$ cat src/rtl/multicycle_controller.sv
// Multi-cycle control FSM for the RISC-V core: sequences ALU, unified memory
// and register file reuse across the steps of each instruction.
module multicycle_controller #(
  parameter bit HALT_ON_ILLEGAL = 1'b1,
  parameter int INSTRET_W       = 32
) (
  input  logic                 clk,
  input  logic                 rst_n,
  input  logic [6:0]           op,
  input  logic                 zero,
  input  logic                 mem_ready,
  output logic                 PCWrite,
  output logic                 AdrSrc,
  output logic                 MemWrite,
  output logic                 IRWrite,
  output logic [1:0]           ResultSrc,
  output logic [1:0]           ALUSrcA,
  output logic [1:0]           ALUSrcB,
  output logic [1:0]           ALUop,
  output logic                 RegWrite_en,
  output logic                 illegal_op,
  output logic [INSTRET_W-1:0] instret,
  output logic [3:0]           state_o
);

  typedef enum logic [3:0] {
    S_FETCH    = 4'd0,
    S_DECODE   = 4'd1,
    S_MEMADR   = 4'd2,
    S_MEMREAD  = 4'd3,
    S_MEMWB    = 4'd4,
    S_MEMWRITE = 4'd5,
    S_EXECR    = 4'd6,
    S_ALUWB    = 4'd7,
    S_EXECI    = 4'd8,
    S_JAL      = 4'd9,
    S_BEQ      = 4'd10,
    S_HALT     = 4'd11
  } state_t;

  localparam logic [6:0] OP_LW  = 7'b0000011;
  localparam logic [6:0] OP_SW  = 7'b0100011;
  localparam logic [6:0] OP_R   = 7'b0110011;
  localparam logic [6:0] OP_I   = 7'b0010011;
  localparam logic [6:0] OP_JAL = 7'b1101111;
  localparam logic [6:0] OP_BEQ = 7'b1100011;

  localparam logic [INSTRET_W-1:0] ONE = INSTRET_W'(1);

  state_t                 r_state;
  logic [INSTRET_W-1:0]   r_instret;
  logic                   r_illegal;
  state_t                 w_st;
  logic                   w_pcw;
  logic                   w_irw;
  logic                   w_memw;
  logic                   w_regw;

  always_ff @(posedge clk) begin
    if (!rst_n) begin
      r_state   <= S_FETCH;
      r_instret <= '0;
      r_illegal <= 1'b0;
    end else begin
      unique case (r_state)
        S_FETCH:    if (mem_ready) r_state <= S_DECODE;
        S_DECODE: begin
          unique case (op)
            OP_LW, OP_SW: r_state <= S_MEMADR;
            OP_R:         r_state <= S_EXECR;
            OP_I:         r_state <= S_EXECI;
            OP_JAL:       r_state <= S_JAL;
            OP_BEQ:       r_state <= S_BEQ;
            default: begin
              r_illegal <= 1'b1;
              r_state   <= HALT_ON_ILLEGAL ? S_HALT : S_FETCH;
            end
          endcase
        end
        S_MEMADR:   r_state <= (op == OP_LW) ? S_MEMREAD : S_MEMWRITE;
        S_MEMREAD:  if (mem_ready) r_state <= S_MEMWB;
        S_MEMWB: begin
          r_state   <= S_FETCH;
          r_instret <= r_instret + ONE;
        end
        S_MEMWRITE: begin
          if (mem_ready) begin
            r_state   <= S_FETCH;
            r_instret <= r_instret + ONE;
          end
        end
        S_EXECR,
        S_EXECI,
        S_JAL:      r_state <= (r_state == S_JAL) ? S_ALUWB : S_ALUWB;
        S_ALUWB,
        S_BEQ: begin
          r_state   <= S_FETCH;
          r_instret <= r_instret + ONE;
        end
        S_HALT:     r_state <= S_HALT;
        default:    r_state <= S_FETCH;
      endcase
    end
  end

  // Selects decode as FETCH while reset is held; enables are gated below.
  assign w_st = rst_n ? r_state : S_FETCH;

  always_comb begin
    w_pcw     = 1'b0;
    w_irw     = 1'b0;
    w_memw    = 1'b0;
    w_regw    = 1'b0;
    AdrSrc    = 1'b0;
    ResultSrc = 2'b00;
    ALUSrcA   = 2'b00;
    ALUSrcB   = 2'b00;
    ALUop     = 2'b00;
    unique case (w_st)
      S_FETCH: begin
        ALUSrcB   = 2'b10;
        ResultSrc = 2'b10;
        w_irw     = mem_ready;
        w_pcw     = mem_ready;
      end
      S_DECODE: begin
        ALUSrcA = 2'b01;
        ALUSrcB = 2'b01;
      end
      S_MEMADR: begin
        ALUSrcA = 2'b10;
        ALUSrcB = 2'b01;
      end
      S_MEMREAD:  AdrSrc = 1'b1;
      S_MEMWB: begin
        ResultSrc = 2'b01;
        w_regw    = 1'b1;
      end
      S_MEMWRITE: begin
        AdrSrc = 1'b1;
        w_memw = 1'b1;
      end
      S_EXECR: begin
        ALUSrcA = 2'b10;
        ALUop   = 2'b10;
      end
      S_ALUWB:    w_regw = 1'b1;
      S_EXECI: begin
        ALUSrcA = 2'b10;
        ALUSrcB = 2'b01;
        ALUop   = 2'b10;
      end
      S_JAL: begin
        ALUSrcA = 2'b01;
        ALUSrcB = 2'b10;
        w_pcw   = 1'b1;
      end
      S_BEQ: begin
        ALUSrcA = 2'b10;
        ALUop   = 2'b01;
        w_pcw   = zero;
      end
      default: ;
    endcase
  end

  assign PCWrite     = w_pcw  & rst_n;
  assign IRWrite     = w_irw  & rst_n;
  assign MemWrite    = w_memw & rst_n;
  assign RegWrite_en = w_regw & rst_n;
  assign illegal_op  = r_illegal;
  assign instret     = r_instret;
  assign state_o     = r_state;

endmodule

$ cat config.mk
export PLATFORM = sky130hd
export DESIGN_NAME = multicycle_controller
export DESIGN_NICKNAME = d
export VERILOG_FILES = /design/src/rtl/multicycle_controller.sv
export SDC_FILE = /design/constraint.sdc
export NUM_CORES = 1
export LEC_CHECK = 0
export BUFFER_PORTS_ARGS = -buffer_cell sky130_fd_sc_hd__buf_2
export CORE_UTILIZATION = 57
export CTS_CLUSTER_SIZE = 12
export DETAILED_ROUTE_END_ITERATION = 6
export PLACE_DENSITY = 0.86
export SLEW_MARGIN = 0
export SYNTH_ARGS = -nofsm -noshare
export SYNTH_HDL_FRONTEND = slang
export SYNTH_SLANG_ARGS = --single-unit
$ cat constraint.sdc
create_clock -name clk -period 3 [get_ports clk]
set_input_delay 0.15 -clock clk [delete_from_list [all_inputs] [get_ports clk]]
set_output_delay 0.15 -clock clk [all_outputs]
set_load 0.02 [all_outputs]
Yosys cells after proc, flatten, opt, wreduce, memory -nomap -nowiden
Index checks and enable logic that the tools add are counted.

storage, ports and cells
  input bits = 11
  logic and storage cells = 74
  output and inout bits = 50
  register bits after elaboration = 37

operators by class
  equality and inequality tests = 30
  $add $sub $neg = 1
  reductions and logical operators = 17
  bitwise logic cells = 5
  muxes and demuxes = 18

operators by type and width
  kind                                                                   number
  32-bit case mux with 2 select lines                                    1
  32-bit by 1-bit adder with 32-bit output, second input constant        1
  4-bit by 3-bit equality test with 1-bit output, second input constant  8
  32-bit two-way mux                                                     1
  4-bit equality test, second input constant                             7
  4-bit case mux with 7 select lines                                     1
  4-bit case mux with 5 select lines                                     1
  4-bit by 2-bit equality test with 1-bit output, second input constant  4
  4-bit two-way mux                                                      4
  2-bit case mux with 2 select lines                                     4
  7-bit by 6-bit equality test with 1-bit output, second input constant  2
  7-bit equality test, second input constant                             2
  2-bit OR reduction                                                     6
  3-bit OR reduction                                                     3
  4-bit by 1-bit equality test with 1-bit output, second input constant  2
  4-bit zero test                                                        2
  7-bit by 2-bit equality test with 1-bit output, second input constant  1
  7-bit by 5-bit equality test with 1-bit output, second input constant  1
  2-bit inequality test, second input constant                           3
  6-bit OR reduction                                                     1
  1-bit bitwise AND                                                      4
  1-bit two-way mux                                                      4
  2-bit AND reduction                                                    2
  4-bit OR reduction                                                     1
  5 further kinds                                                        5

Logic depth before layout (Yosys ltp)
  depth after elaboration = 5
  depth in mapped cells = 7

Least setup slack after synthesis
Ideal clock, no wire load.

  kind = register -> register
  start point = register r_instret[0], in the netlist instret[0]
  end point = register r_instret[30], in the netlist instret[30]
  required time = 2.928 ns
  setup time = 0.072 ns
  stages on the path, launching flop included = 7
  arrival time = 2.042 ns
  setup slack = 0.886 ns
  path through = dfxtp_1 > ha_1 > inv_1 > or4_1 > buf_2 > nor4_1 > mux2i_1

on the way
  word-level cells in the longest chain between the ends = 3

RTL lines
  element                                     line        RTL
  from (decl)                                 51          logic [INSTRET_W-1:0] r_instret;
  from (signal assigned)                      84          r_instret <= r_instret + ONE;
  from (signal assigned)                      89          r_instret <= r_instret + ONE;
  from (signal assigned)                      98          r_instret <= r_instret + ONE;
  32-bit by 1-bit adder with 32-bit output *  84, 89, 98
  32-bit two-way mux                          87          if (mem_ready) begin
  32-bit case mux with 2 select lines *       65          unique case (r_state)

Every way passes the cells marked *; elsewhere a longest branch is shown, timed or not. The select of a mux whose other input is x is not followed.
A chain may end at the register's enable or synchronous reset.

Worst setup path in the final report
  start point = register r_instret[0], in the netlist instret[0]
  end point = register r_instret[22], in the netlist instret[22]

The elaborated chain is that of the path after synthesis.

==> impl_metrics.env <==
export IMPL_root_buffer="clkbuf_8"
export IMPL_timing_slew_headroom_pct=51.1
export IMPL_reg2reg_slack_ns=0.72
export IMPL_p_switching_uw=588
export IMPL_finalMaxSlewViolations=0
export IMPL_cpPeakStageDelay_ns=0.78
export IMPL_pwr_share_seq_pct=40.8
export IMPL_synth_distinct_cells=52
export IMPL_tritoncts="done"
export IMPL_cap_viol_max_count=0
export IMPL_grt_total_usage_pct=26.3
export IMPL_status="finished clean"
export IMPL_vdd_drop_max_uv=465
export IMPL_die_y_um=65.0
export IMPL_finalSetupViolCount=0
export IMPL_synth_seq_cells=37
export IMPL_reg2reg_depth=5
export IMPL_area_growth_pct=17.1
export IMPL_cp_num_buf_inv=1
export IMPL_cp_cell_sequence="ha_1, inv_1, or4_1, or4_1, a21oi_1"
export IMPL_period_share_pct=76.0
export IMPL_antenna_found_initial=0
export IMPL_htreeDepth=2
export IMPL_syn_area_sq_mm=0.00226
export IMPL_grt_pass1_vias=1926
export IMPL_finalHoldViolations=0
export IMPL_synth_top_cell_area_share_pct=32.8
export IMPL_ioPinCount=61
export IMPL_holdPathStages=2
export IMPL_fin_skew_ns=0.0126
export IMPL_grt_max_degree=53
export IMPL_nets=340
export IMPL_synthTopCellsByArea="dfxtp_1 (33%), or4_1 (5.0%), a21oi_1 (4.9%)"
export IMPL_synthesis_nets=292
export IMPL_final_antenna_net_count=0
export IMPL_powerDensity_mw_per_mm2=565
export IMPL_synthArstFlopShare_pct=0
export IMPL_crit_top_cell="or4_1"
export IMPL_grt_pass1_wl_um=8850
export IMPL_worstSetupStartpointType="flop"
export IMPL_crit_path_end_kind="flop"
export IMPL_netlist_top_cell_by_area="dfxtp_1"
export IMPL_clk_pin_slew_ns=0.08
export IMPL_crit_family="simple AND/OR/NAND/NOR gates"
export IMPL_synth_flop_cell="dfxtp_1"
export IMPL_grt_overflow_total=0
export IMPL_rsz0062_at_grt="false"
export IMPL_syn_area_per_cell_sq_um=8.07
export IMPL_mostFrequentLayoutCell="buf_2"
export IMPL_drt_iter0_drc=181
export IMPL_die_area_sq_mm=0.00422
export IMPL_swShare_pct=39.3
export IMPL_dp_hpwl_um=3540
export IMPL_first_pass_iters=4
export IMPL_final_cell_mix="buf_2 (60), dfxtp_1 (37), nand2_1 (26)"
export IMPL_setup_tns_final_ns=0
export IMPL_diodes=0
export IMPL_clock_latency_ns=0.29
export IMPL_yosysSeqAreaShare_pct=32.8
export IMPL_fmax_mhz=439
export IMPL_cts_made_buffers=5
export IMPL_min_path_type="in -> reg"
export IMPL_arrival_ns=2.49
export IMPL_worst_pin_slew_ns=0.732
export IMPL_vias=2329
export IMPL_yosys_warnings=0
export IMPL_finalCriticalPeriod_ns=2.28
export IMPL_port_buffers=60
export IMPL_r2r_start="instret[0]"
export IMPL_internal_power_uw=908
export IMPL_min_from="mem_ready"
export IMPL_routed_via_density=6.18
export IMPL_initial_core_util_pct=60.4
export IMPL_gp_congestion=0.787
export IMPL_critical_path_class="reg -> reg"
export IMPL_layout_setup_ws_ns=0.720
export IMPL_routed_wl_um=5400
export IMPL_power_leakage_nw=1.04
export IMPL_rows=22
export IMPL_critical_path_depth=5
export IMPL_drc=0
export IMPL_syn_inst=280
export IMPL_required_ns=3.21
export IMPL_die_width_um=65.0
export IMPL_num_fill_cells=312
export IMPL_layout_drive_gt1_share_pct=23.7
export IMPL_post_cts_buffers=0
export IMPL_dp_slack_ns=0.760
export IMPL_crit_path_max_fanout=15
export IMPL_pwr_share_comb_pct=34.6
export IMPL_postCtsHoldBufs=0
export IMPL_core_sq_mm=0.00374
export IMPL_synth_edf_count=0
export IMPL_cp_startpoint="instret[0]"
export IMPL_clk_path_buf_depth=2
export IMPL_cts_sinks=37
export IMPL_wire_per_inst_um=14.3
export IMPL_power_frac_clock_pct=24.6
export IMPL_critPathSlowestCell="or4_1"
export IMPL_ctsResizeCount=0
[logic make-up after synthesis]
family,after synthesis,synth area share [%]
mux,11,4.87
compound gates,69,20.8
fa+ha+maj,1,0.553
buf+inv,29,5.48
flops,37,32.8
xor+xnor,2,0.775
simple gates,131,34.8
[layer usage]
metal	track usage [%]	routed length (um)
met1	33.5	2460
met4	7.50	61
met2	45.6	2600
met5	0	0
met3	3.87	273
[Yosys cell counts, types with 3 or more instances]
| library cell | instances |
|---|---|
| nor2b_1 | 8 |
| a22oi_1 | 3 |
| and3_1 | 3 |
| o41ai_1 | 4 |
| o31ai_1 | 13 |
| dfxtp_1 | 37 |
| buf_2 | 6 |
| or4_1 | 15 |
| and4_1 | 3 |
| nor4_1 | 6 |
| or2_2 | 3 |
| nand2b_1 | 15 |
| nor2_1 | 10 |
| or3_1 | 7 |
| nand4_1 | 6 |
| nand3_1 | 10 |
| inv_1 | 9 |
| nand2_1 | 26 |
| clkbuf_1 | 10 |
| mux2i_1 | 11 |
| nor4b_1 | 4 |
| nor3b_1 | 3 |
| o21ai_0 | 9 |
| a21oi_1 | 22 |
[state kept, by name, indices dropped and copies added, names as in the netlist]
signal / count
illegal_op: 1
instret: 32
state_o: 4
[worst paths after layout]
path                                    end
worst max-delay path            instret[22]
worst min register to register  instret[31]
worst max register to register  instret[22]
worst min-delay path             state_o[0]
[cell type report]
type / count / area [sq um] / area share [%]
Clock inverter: 2 / 13.8 / 0.520
Clock buffer: 6 / 82.6 / 3.12
Timing Repair Buffer: 61 / 320 / 12.1
Multi-Input combinational cell: 214 / 1400 / 52.7
Sequential cell: 37 / 741 / 28.0
Tap cell: 48 / 60.1 / 2.27
Inverter: 9 / 33.8 / 1.28
[stage by stage]
step	utilization (%)	cell area (sq um)	std cells	total power, mW	hold slack [ns]
5_1_grt	70.7	2650	377	1.59	0.144
4_1_cts	70.7	2650	377	1.50	0.135
6_report	70.7	2650	377	1.50	0.145
3_3_place_gp	68.1	2550	369	1.12	0.431
2_1_floorplan	-	2260	280	1.00	0.258
3_5_place_dp	68.1	2550	369	1.13	0.431
[power by group through the flow]
stage | clock [mW] | sequential (mW) | combinational (mW)
after floorplan | 0 | 0.590 | 0.412
after global placement | 0 | 0.615 | 0.505
after detailed placement | 0 | 0.617 | 0.511
after CTS | 0.375 | 0.607 | 0.516
after global routing | 0.397 | 0.621 | 0.567
final | 0.369 | 0.610 | 0.518
Power figures use the tool's default switching activity.
